<file path="src/rtl/ip_seq_pkg.sv">
// Shared definitions for the instruction pointer sequencer and the IP register.
package ip_seq_pkg;

  localparam int unsigned IP_LEN_WIDTH = 4;
  localparam logic [31:0] IP_RESET_VALUE = 32'h0000_FFF0;

  typedef enum logic [1:0] {
    RUN   = 2'd0,
    FLUSH = 2'd1,
    FAULT = 2'd2
  } ip_seq_state_t;

endpackage

</file>
<file path="src/rtl/ip_next_calc.sv">
// Candidate next-IP values for advance, branch and trap in 16/32-bit mode.
// With IP_SEQ_LIMIT_CHECK_EN defined, the advance and branch candidates are
// also compared unsigned against the code-segment limit.
module ip_next_calc
  import ip_seq_pkg::*;
(
  input  logic                    operand_size_32,
  input  logic [31:0]             ip_cur,
  input  logic [IP_LEN_WIDTH-1:0] length,
  input  logic [31:0]             branch_target,
  input  logic [31:0]             trap_target,
  output logic [31:0]             advance_value,
  output logic [31:0]             branch_value,
  output logic [31:0]             trap_value
`ifdef IP_SEQ_LIMIT_CHECK_EN
  ,
  input  logic [31:0]             cs_limit,
  output logic                    advance_over,
  output logic                    branch_over
`endif
);

  logic [31:0] sum_32;
  logic [15:0] sum_16;

  // In 16-bit mode the offset wraps at 64K and the upper half is forced to zero.
  always_comb begin
    sum_32 = ip_cur + 32'(length);
    sum_16 = ip_cur[15:0] + 16'(length);
    if (operand_size_32) begin
      advance_value = sum_32;
      branch_value  = branch_target;
      trap_value    = trap_target;
    end else begin
      advance_value = {16'h0000, sum_16};
      branch_value  = {16'h0000, branch_target[15:0]};
      trap_value    = {16'h0000, trap_target[15:0]};
    end
  end

`ifdef IP_SEQ_LIMIT_CHECK_EN
  assign advance_over = (advance_value > cs_limit);
  assign branch_over  = (branch_value > cs_limit);
`endif

endmodule

</file>
<file path="src/rtl/instruction_pointer_sequencer.sv">
// Owns every write to the IP register: arbitrates trap > branch > advance,
// keeps a shadow copy of EIP and sequences the prefetch flush window.
// Optional code-segment limit checking is built when IP_SEQ_LIMIT_CHECK_EN
// is defined (adds cs_limit, limit_fault and the FAULT state).
//
// state | meaning
// RUN   | normal operation, advances and redirects accepted
// FLUSH | prefetch flush window after a redirect, only traps accepted
// FAULT | limit violation pending, only a trap leaves
module instruction_pointer_sequencer
  import ip_seq_pkg::*;
#(
  parameter int FLUSH_CYCLES = 2
) (
  input  logic                    clock,
  input  logic                    reset,
  input  logic                    operand_size_32,
  input  logic                    advance_valid,
  input  logic [IP_LEN_WIDTH-1:0] advance_length,
  input  logic                    branch_valid,
  input  logic [31:0]             branch_target,
  output logic                    branch_ready,
  input  logic                    trap_valid,
  input  logic [31:0]             trap_target,
  output logic                    trap_ready,
  output logic                    ip_write_enable,
  output logic [31:0]             ip_write_data,
  output logic                    flush
`ifdef IP_SEQ_LIMIT_CHECK_EN
  ,
  input  logic [31:0]             cs_limit,
  output logic                    limit_fault
`endif
);

  ip_seq_state_t state, state_next;
  logic [31:0]   ip_q, ip_next;
  logic          write_now;
  logic          load_count;
  logic [3:0]    flush_count;
  logic [31:0]   advance_value, branch_value, trap_value;
`ifdef IP_SEQ_LIMIT_CHECK_EN
  logic          advance_over, branch_over;
`endif

  ip_next_calc u_next_calc (
    .operand_size_32 (operand_size_32),
    .ip_cur          (ip_q),
    .length          (advance_length),
    .branch_target   (branch_target),
    .trap_target     (trap_target),
    .advance_value   (advance_value),
    .branch_value    (branch_value),
    .trap_value      (trap_value)
`ifdef IP_SEQ_LIMIT_CHECK_EN
    ,
    .cs_limit        (cs_limit),
    .advance_over    (advance_over),
    .branch_over     (branch_over)
`endif
  );

  // Next state, shadow update and handshake decode.
  always_comb begin
    state_next   = state;
    ip_next      = ip_q;
    write_now    = 1'b0;
    load_count   = 1'b0;
    branch_ready = 1'b1;
    trap_ready   = 1'b1;
    case (state)
      RUN: begin
        branch_ready = !trap_valid;
        if (trap_valid) begin
          ip_next    = trap_value;
          write_now  = 1'b1;
          load_count = 1'b1;
          state_next = FLUSH;
        end else if (branch_valid) begin
`ifdef IP_SEQ_LIMIT_CHECK_EN
          if (branch_over) state_next = FAULT;
          else
`endif
          begin
            ip_next    = branch_value;
            write_now  = 1'b1;
            load_count = 1'b1;
            state_next = FLUSH;
          end
        end else if (advance_valid && (advance_length != '0)) begin
`ifdef IP_SEQ_LIMIT_CHECK_EN
          if (advance_over) state_next = FAULT;
          else
`endif
          begin
            ip_next   = advance_value;
            write_now = 1'b1;
          end
        end
      end
      FLUSH: begin
        branch_ready = 1'b0;
        if (trap_valid) begin
          ip_next    = trap_value;
          write_now  = 1'b1;
          load_count = 1'b1;
        end else if (flush_count == 4'd1) begin
          state_next = RUN;
        end
      end
`ifdef IP_SEQ_LIMIT_CHECK_EN
      FAULT: begin
        branch_ready = 1'b0;
        if (trap_valid) begin
          ip_next    = trap_value;
          write_now  = 1'b1;
          load_count = 1'b1;
          state_next = FLUSH;
        end
      end
`endif
      default: state_next = RUN;
    endcase
  end

  // State, shadow IP and registered outputs.
  always_ff @(posedge clock or posedge reset) begin
    if (reset) begin
      state           <= RUN;
      ip_q            <= IP_RESET_VALUE;
      ip_write_enable <= 1'b0;
      ip_write_data   <= 32'h0000_0000;
      flush           <= 1'b0;
    end else begin
      state           <= state_next;
      ip_q            <= ip_next;
      ip_write_enable <= write_now;
      if (write_now) ip_write_data <= ip_next;
      flush           <= (state_next == FLUSH);
    end
  end

  // Flush window down-counter; the FSM leaves FLUSH on terminal count 1.
  always_ff @(posedge clock or posedge reset) begin
    if (reset) begin
      flush_count <= 4'd0;
    end else if (load_count) begin
      flush_count <= 4'(FLUSH_CYCLES);
    end else if ((state == FLUSH) && (flush_count != 4'd0)) begin
      flush_count <= flush_count - 4'd1;
    end
  end

`ifdef IP_SEQ_LIMIT_CHECK_EN
  // limit_fault is high exactly while a violation is pending.
  always_ff @(posedge clock or posedge reset) begin
    if (reset) limit_fault <= 1'b0;
    else       limit_fault <= (state_next == FAULT);
  end
`endif

endmodule

</file>
<file path="config.mk">
export PLATFORM = sky130hd
export DESIGN_NAME = instruction_pointer_sequencer
export DESIGN_NICKNAME = d
export VERILOG_FILES = /design/src/rtl/ip_seq_pkg.sv /design/src/rtl/ip_next_calc.sv /design/src/rtl/instruction_pointer_sequencer.sv
export SDC_FILE = /design/constraint.sdc
export NUM_CORES = 1
export LEC_CHECK = 0
export CAP_MARGIN = 40
export CORE_MARGIN = 8
export CORE_UTILIZATION = 60
export DETAILED_ROUTE_END_ITERATION = 6
export HOLD_SLACK_MARGIN = 0.03
export PLACE_DENSITY = 0.85
export REMOVE_ABC_BUFFERS = 1
export SYNTH_ARGS = -nofsm -noshare
export SYNTH_HDL_FRONTEND = slang
export SYNTH_HIERARCHICAL = 1
export SYNTH_SLANG_ARGS = --single-unit
</file>
<file path="constraint.sdc">
create_clock -name clock -period 7.1 [get_ports clock]
set_input_delay 1.065 -clock clock [delete_from_list [all_inputs] [get_ports clock]]
set_output_delay 1.065 -clock clock [all_outputs]
set_load 0.005 [all_outputs]
</file>
==> results of run 1 <==
## power breakdown
part	switching [uW]	internal, uW	leakage (uW)
logic	223	278	0.00217
clock network	183	244	0.000136
registers	95.9	495	0.000889
total	501	1020	0.00319
## layout make-up
type                    count  area [sq um]  area share (%)
inverters                  15          56.3           0.713
flip-flops and latches     72          1820            23.0
clock inverters             4          20.0           0.254
clock buffers              12           246            3.12
repair buffers            122          1220            15.5
multi-input cells         542          4350            55.1
well taps                 143           179            2.27
## per-stage QoR
step / hold slack [ps] / utilization (%) / area (sq um) / instances
detailed placement: 477 / 67.7 / 7630 / 894
finish: 480 / 70.0 / 7900 / 910
global placement: 469 / 67.0 / 7550 / 890
global route: 506 / 70.0 / 7900 / 910
floorplan: 473 / - / 6220 / 629
CTS: 487 / 70.0 / 7900 / 910
## cell families (layout without fill, tap and decap cells)
kind of cell	after synthesis	in the layout	share of synthesized area (%)
multiplexers	76	76	11.7
flip-flops	72	72	26.5
buffers and inverters	118	153	10.0
AO/OA/AOI/OAI	185	185	21.8
XOR/XNOR	17	17	2.17
AND/OR/NAND/NOR	255	255	26.3
adder cells (fa/ha/maj)	7	7	1.39
other	2	2	0.110
## routing by layer
metal	GRT usage, %	share of wire [%]
met5	0	0
met4	13.3	2.5
met3	4.05	7.3
met2	41.5	49
met1	30.1	41
## sequential cells by signal, indices dropped and copies added (netlist names)
name             flops
state                2
flush                1
ip_q                32
ip_write_data       32
flush_count          4
ip_write_enable      1
## synthesized netlist by cell type (5+ instances only)
cell / instances
nor2b_1: 31
ha_1: 6
clkbuf_1: 43
buf_6: 5
nor3b_1: 35
a221oi_1: 31
nand2_1: 22
nor2_1: 10
xnor2_1: 11
buf_4: 37
o21ai_0: 61
clkbuf_8: 5
and2_1: 32
mux2_1: 28
dfstp_2: 12
o21ai_1: 5
and3b_1: 31
mux2i_1: 44
nand2b_1: 14
nand4_1: 12
dfrtp_1: 60
nor4bb_1: 30
a21oi_1: 11
o221ai_2: 30
inv_1: 14
xor2_1: 6
nand3_1: 12
buf_2: 12
a21o_1: 30
## how the worst max path moves through the flow
stage | slack, ps | depth (start not counted) | to
floorplan | 3230 | 3 | ip_write_data[0]
global placement | 2700 | 10 | ip_write_data[9]
detailed placement | 2720 | 12 | ip_write_data[28]
CTS | 3070 | 12 | ip_write_data[28]
global route | 2840 | 12 | ip_write_data[20]
finish | 3000 | 12 | ip_write_data[20]
## critical path, cell delays in order
cell,delay [ps]
clkdlybuf4s50_1,530
ha_1,200
inv_1,60
fa_1,400
nand2b_1,250
a211oi_2,640
nand3_1,190
mux2i_1,190
nor4bb_1,310
mux2i_1,140
o221ai_2,230
mux2_1,170
==> summary.txt, run 1 <==
Die
  • Die ar.: about 15000 sq um
  • I/O pins: 110
  • Core area: 11300 sq um
  • Die Span Y: 123 um
  • Chip Width: approximately 120 um
  • Starting density of the core: 60.8%
  • # rows: 39

STA
  • Final Skew: 6.62 ps
  • Worst Slack Setup Final: between 3000 and 4000 ps
  • Worst-Margin Slew: 940 ps
  • Setup tns final: 0 ps
  • Final Hold Fails: 0
  • Setup violators final: 0
  • RSZ-0062 raised after global routing: no
  • F_max: about 240 MHz
  • Slew Viols, Final: 0
  • Worst slew margin: 36.7%
  • Tcrit/Tclk final: approximately 58%
  • Min Tclk post-route: 4100 ps

Synth
  • Syn. warnings: 6
  • Synth area leaders: dfrtp_1 22%, o221ai_2 6.6%, mux2i_1 6.4%
  • Area leader, netlist: dfrtp_1
  • Number of synthesized flops with an enable pin: 0
  • Distinct cell type count after synthesis: 67
  • Area share of the largest cell type after synthesis: about 22%
  • Gate Count Post-Synth: around 730
  • Top FF cell, synth: dfrtp_1
  • Post-Syn Area: 6850 sq um
  • Seq/Total Area, Yosys: 26.5%
  • Syn avg cell area: between 9 and 10 sq um
  • Yosys reg bits: 72
  • Ys async rst share: 100%

Placed design
  • I/O Buffers: between 100 and 150
  • Final GP Congestion: 0.846
  • Final HPWL DP: approximately 12000 um
  • Pre-CTS setup slack: ~2700 ps

Routing
  • First DRT Iteration DRCs: 495
  • Detailed Route WL: 18900 um
  • Routed wire per std cell: between 20 and 25 um
  • DR DRC count: 0
  • Remaining antenna violation count: 0
  • Drt pass-1 iters: 5
  • Vias per inst: 6.80
  • Vias: 6188

Finish
  • Most common cell after layout, fill and taps aside: clkdlybuf4s50_1
  • Antenna fix cells: 0
  • Most frequent cells in the layout: 106 x clkdlybuf4s50_1, 61 x o21ai_0, 59 x dfrtp_1
  • Fraction of layout cells with a size suffix above 1: 13.0%
  • Layout Nets: 843
  • Filler cells: 845
  • Area Overhead vs Synth: 15.3%

Clocking
  • Clk pin slew, worst setup/hold paths: 60 ps
  • Root Buffer: clkbuf_16
  • Clock latency on the worst-skew pair: roughly 350 ps
  • Clock Path Buffers: 2
  • CTS tree: done
  • Hold_buf cts: 0
  • Clk sinks: 72
  • Number of CTS-inserted buffers: 9
  • Post-CTS resize count: 0
  • H-tree levels: 3
  • Post-CTS Setup Repair Bufs: 0

Worst setup path
  • Critical path startpoint: advance_length[0]
  • Worst r2r src: ip_q[0]
  • Worst EP arrival: 4380 ps
  • Critical Path Fanout Max: 9
  • Setup crit start kind: input pin
  • RR Endpoint: ip_write_data[20]
  • Crit path kind: in2reg
  • Path depth of the worst reg2reg path: 11
  • R2r setup slk: about 3900 ps
  • Worst EP required: approximately 7400 ps
  • CP endpoint kind: register

GRT
  • Vias in the first global route: 6253
  • Grt total ovfl: 0
  • First-pass GRT wire length: 30400 um
  • Largest net degree at the start of global routing: between 100 and 150
  • Initial antenna violation count: 0
  • Total GRT Usage: 24.8%

Min path
  • WHS Path Cells: 1
  • Min-Delay Path Class: reg2reg
  • Endpoint, Worst Hold: ip_write_data[18]
  • Hold Path Origin: ip_write_data[18]

Power
  • PD cells: 192 nW/um^2
  • Total design power: about 1500 uW
  • LEAKAGE: roughly 0.0032 uW
  • Peak VDD IR: 0.000180 V

Job
  • Max-cap violation count: 0

Outcome
  • Outcome: finished clean
No activity file was read; power rests on OpenSTA's default activity.
==> inputs of run 2 (changes only) <==
Settings changed: CORE_UTILIZATION 60 to 50, PLACE_DENSITY 0.85 to 0.75.
Clock period 7.1 ns to 3.7 ns, I/O delays scaled along.
==> summary.txt, run 2 (same netlist as run 1, synthesis figures left out) <==
Outcome
  • Outcome: finished clean

Die
  • # rows: 42
  • Chip Width: 133 um
  • Core area: about 13000 sq um
  • I/O pins: 110
  • Starting density of the core: about 50%
  • Die Span Y: 133 um
  • Die ar.: 17700 sq um

Worst setup path
  • Crit path kind: in2reg
  • Top delay family on crit path: simple AND/OR/NAND/NOR gates
  • CP endpoint kind: register
  • Worst EP arrival: 3630 ps
  • CP cell instances: clkdlybuf4s50_1, ha_1, inv_1, fa_1, nand2b_1, a211o_1, or4_1, a21oi_1, nor4bb_1, mux2i_1, o221ai_2, mux2_1
  • Worst stage delay on the critical path: approximately 540 ps
  • Number of buffers and inverters on the critical path: 2
  • Slowest cell on the critical path: or4_1
  • Worst EP required: roughly 4000 ps
  • Critical Path Fanout Max: 6
  • Setup crit start kind: input pin

Finish
  • Antenna fix cells: 0
  • Layout Nets: roughly 850
  • Filler cells: 1090
  • Top Registers: ip_q x32, ip_write_data x32, flush_count x4
  • Most frequent cells in the layout: 106 x clkdlybuf4s50_1, 61 x o21ai_0, 59 x dfrtp_1
  • Most common cell after layout, fill and taps aside: clkdlybuf4s50_1
  • Area Overhead vs Synth: 17.5%
  • Fraction of layout cells with a size suffix above 1: 14.0%
  • Finished Layout Cells: 954

GRT
  • Total GRT Usage: 21.2%
  • Largest net degree at the start of global routing: 100
  • Grt total ovfl: 0
  • Initial antenna violation count: 0
  • First-pass GRT wire length: around 31000 um
  • Vias in the first global route: 6129

Clocking
  • Clk pin slew, worst setup/hold paths: 60 ps
  • Hold_buf cts: 0
  • Clock latency on the worst-skew pair: 350 ps
  • Clock Path Buffers: 2
  • Post-CTS resize count: 0
  • Number of CTS-inserted buffers: 9
  • Post-CTS Setup Repair Bufs: 0
  • Root Buffer: clkbuf_16
  • Clk sinks: 72
  • H-tree levels: 3
  • CTS tree: done

STA
  • Slew Viols, Final: 0
  • Min Tclk post-route: 3330 ps
  • Setup violators final: 0
  • Setup tns final: 0 ps
  • F_max: 300 MHz
  • RSZ-0062 raised after global routing: no
  • Worst-Margin Slew: 798 ps
  • Final Hold Fails: 0
  • Final Skew: roughly 6.1 ps
  • Worst slew margin: a little under half
  • Tcrit/Tclk final: approximately 90%

Placed design
  • Final HPWL DP: 12600 um
  • Post-Place Cells: about 940
  • Final GP Congestion: 0.853
  • I/O Buffers: 108

Power
  • Peak VDD IR: 0.000213 V
  • Design internal power: approximately 2000 uW
  • Sequential power share: roughly two fifths
  • Combinational share of power: 32.5%
  • Sw Pwr: 950 uW
  • Clock share of power: 29.1%
  • LEAKAGE: ~0.0033 uW
  • Switching part of the total: 32.2%
  • PD cells: between 300 and 400 nW/um^2

Routing
  • First DRT Iteration DRCs: 449
  • Drt pass-1 iters: 4
  • DR DRC count: 0
  • Remaining antenna violation count: 0
  • Detailed Route WL: 18900 um
  • Routed wire per std cell: 19.8 um
  • Vias: 5963
  • Vias per inst: 6.25

Min path
  • Min-Delay Path Class: reg2reg

Job
  • Max-cap violation count: 0
## run 2: cell count changes in the layout (fill, tap and decap cells not counted), sizes merged
cell	delta
buf	+11
clkbuf	+4
clkinv	-4
## run 2: routing by layer
layer / vias to the layer above / global-route usage, % / share of wire (%)
met5: - / 0 / 0
met2: 189 / 35.6 / 49
met3: 39 / 3.90 / 5.1
li1: 2803 / - / -
met4: 0 / 9.27 / 2.5
met1: 2932 / 25.9 / 43
## run 2: through the flow
stage | total power, uW | worst slack (ps) | cell area, sq um | utilization, % | hold slack [ps]
after CTS | 2960 | 384 | 8050 | 60.5 | 490
after global routing | 3100 | 185 | 8050 | 60.5 | 507
after floorplan | 1630 | 339 | 6220 | - | 473
final | 2950 | 365 | 8050 | 60.5 | 482
after detailed placement | 2100 | 15.3 | 7760 | 58.4 | 476
after global placement | 2050 | 68.9 | 7740 | 58.2 | 466
## run 2: area by class of cell
class                      instances  area [sq um]  share of cell area (%)
tap                              176           220                    2.74
multi-input combinational        542          4350                    54.1
timing repair buffer             133          1320                    16.4
sequential                        72          1820                    22.6
inverter                          15          56.3                   0.700
clock buffer                      16           282                    3.50
## run 2: path summary, 6_finish.rpt
kind | start | end | slack, ps | depth (start not counted)
worst min register to register | ip_write_data[4] | ip_write_data[4] | 480 | 1
worst min-delay path | ip_write_data[4] | ip_write_data[4] | 480 | 1
worst max-delay path | advance_length[0] | ip_write_data[26] | 370 | 12
worst max register to register | ip_q[0] | ip_write_data[26] | 640 | 11
min in group asynchronous | reset | ip_write_data[25] | 690 | 2
max in group asynchronous | reset | ip_q[15] | 2250 | 3
## run 2: power by group through the flow
stage,clock [uW],sequential (uW),combinational (uW)
final,859,1130,961
after detailed placement,0,1140,960
after floorplan,0,1100,531
after CTS,866,1130,967
after global routing,894,1160,1050
after global placement,0,1130,924
==> inputs of run 3 (changes only) <==
Settings changed: CELL_PAD_IN_SITES_DETAIL_PLACEMENT from default to 0, CELL_PAD_IN_SITES_GLOBAL_PLACEMENT from default to 1, CORE_ASPECT_RATIO from default to 1.4, CORE_UTILIZATION 50 to 38.
==> summary.txt, run 3 (same netlist as run 1, synthesis figures left out) <==
STA
  • Worst Slack Setup Final: about 330 ps
  • Final Hold Fails: 0
  • Worst-Margin Slew: approximately 760 ps
  • RSZ-0062 raised after global routing: no
  • F_max: 297 MHz
  • Final Hold Slack: 484 ps
  • Final Skew: 9.79 ps
  • Tcrit/Tclk final: a little over 90%
  • Slew Viols, Final: 0
  • Min Tclk post-route: 3370 ps
  • Setup tns final: 0 ps
  • Worst slew margin: 49.2%
  • Setup violators final: 0

Worst setup path
  • Crit path kind: in2reg
  • Critical Path Fanout Max: 4
  • Worst EP required: 3980 ps
  • Setup crit start kind: input pin
  • CP endpoint kind: register
  • Worst EP arrival: 3650 ps
  • Path depth of the worst reg2reg path: 11

Routing
  • Vias: ~6000
  • Routed wire per std cell: 19.9 um
  • Remaining antenna violation count: 0
  • Vias per inst: 5.90
  • Drt pass-1 iters: 5
  • Detailed Route WL: 20300 um
  • First DRT Iteration DRCs: 395
  • DR DRC count: 0

Clocking
  • Post-CTS Setup Repair Bufs: 0
  • Clock Path Buffers: 2
  • H-tree levels: 3
  • Clk pin slew, worst setup/hold paths: approximately 60 ps
  • Post-CTS resize count: 0
  • Root Buffer: clkbuf_16
  • CTS tree: done
  • Hold_buf cts: 0
  • Clk sinks: slightly above 70
  • Clock latency on the worst-skew pair: 350 ps
  • Number of CTS-inserted buffers: 9

Die
  • Chip Width: 129 um
  • I/O pins: 110
  • Die Span Y: between 150 and 200 um
  • Starting density of the core: 38.4%
  • Core area: between 15000 and 20000 sq um
  • # rows: 58
  • Die ar.: around 23000 sq um

Job
  • Max-cap violation count: 0

Finish
  • Most frequent cells in the layout: 106 x clkdlybuf4s50_1, 61 x o21ai_0, 59 x dfrtp_1
  • Finished Layout Cells: 1020
  • Most common cell after layout, fill and taps aside: clkdlybuf4s50_1
  • Top Registers: ip_q x32, ip_write_data x32, flush_count x4
  • Post-layout util: 45.9%
  • Layout Nets: 856
  • Antenna fix cells: 0
  • Fraction of layout cells with a size suffix above 1: 14.7%
  • Area Overhead vs Synth: 19.6%

GRT
  • Largest net degree at the start of global routing: between 70 and 80
  • Vias in the first global route: 6304
  • First-pass GRT wire length: 33500 um
  • Total GRT Usage: 18.4%
  • Grt total ovfl: 0
  • Initial antenna violation count: 0

Placed design
  • Post-Place Cells: around 1000
  • Pre-CTS setup slack: between 1 and 1.5 ps
  • I/O Buffers: 108
  • Final HPWL DP: 13500 um
  • Final GP Congestion: 0.795

Power
  • Peak VDD IR: roughly 0.00021 V
  • PD cells: 383 nW/um^2
  • LEAKAGE: 0.00329 uW

Outcome
  • Outcome: finished clean

Min path
  • Min-Delay Path Class: reg2reg
  • WHS Path Cells: 1
run 3: final timing paths:
kind / startpoint / endpoint / slack [ps]
worst max-delay path: advance_length[0] / ip_write_data[26] / 330
worst min-delay path: ip_write_data[15] / ip_write_data[15] / 480
worst max register to register: ip_q[0] / ip_write_data[26] / 630
worst min register to register: ip_write_data[15] / ip_write_data[15] / 480
max in group asynchronous: reset / ip_q[10] / 2600
min in group asynchronous: reset / ip_write_data[18] / 550
run 3: report_power, final:
part	total, uW	switching (uW)	internal [uW]
logic	968	425	544
registers	1140	187	949
clock network	1030	372	660
total	3130	983	2150
run 3: metrics by stage:
step / area, sq um / total power, uW
after floorplan: 6220 / 1630
after global placement: 7800 / 2080
after detailed placement: 7850 / 2120
after CTS: 8190 / 3180
after global routing: 8190 / 3310
final: 8190 / 3130
run 3: critical path: stages:
cell and delay, ps:
clkdlybuf4s50_1 500, ha_1 190, inv_1 60, fa_1 380
nand2b_1 190, a211o_1 320, or4_1 510, a21oi_1 140
nor4bb_1 280, mux2i_1 130, o221ai_2 220, mux2_1 180
run 3: per-layer routing:
| metal | up-vias | GRT usage, % | wire length, um | part of all wire [%] |
|---|---|---|---|---|
| met5 | - | 0 | 0 | 0 |
| met4 | 0 | 7.43 | 450 | 2.2 |
| met3 | 35 | 3.69 | 1000 | 4.9 |
| met2 | 167 | 31.2 | 10400 | 51 |
| met1 | 3017 | 21.9 | 8530 | 42 |
| li1 | 2800 | - | - | - |
run 3: area by class of cell:
| cell class | instances | area, sq um |
|---|---|---|
| Inverter | 15 | 56.3 |
| Clock buffer | 9 | 225 |
| Timing Repair Buffer | 135 | 1320 |
| Sequential cell | 72 | 1820 |
| Clock inverter | 7 | 120 |
| Multi-Input combinational cell | 542 | 4350 |
| Fill cell | 1765 | 9660 |
| Tap cell | 240 | 300 |
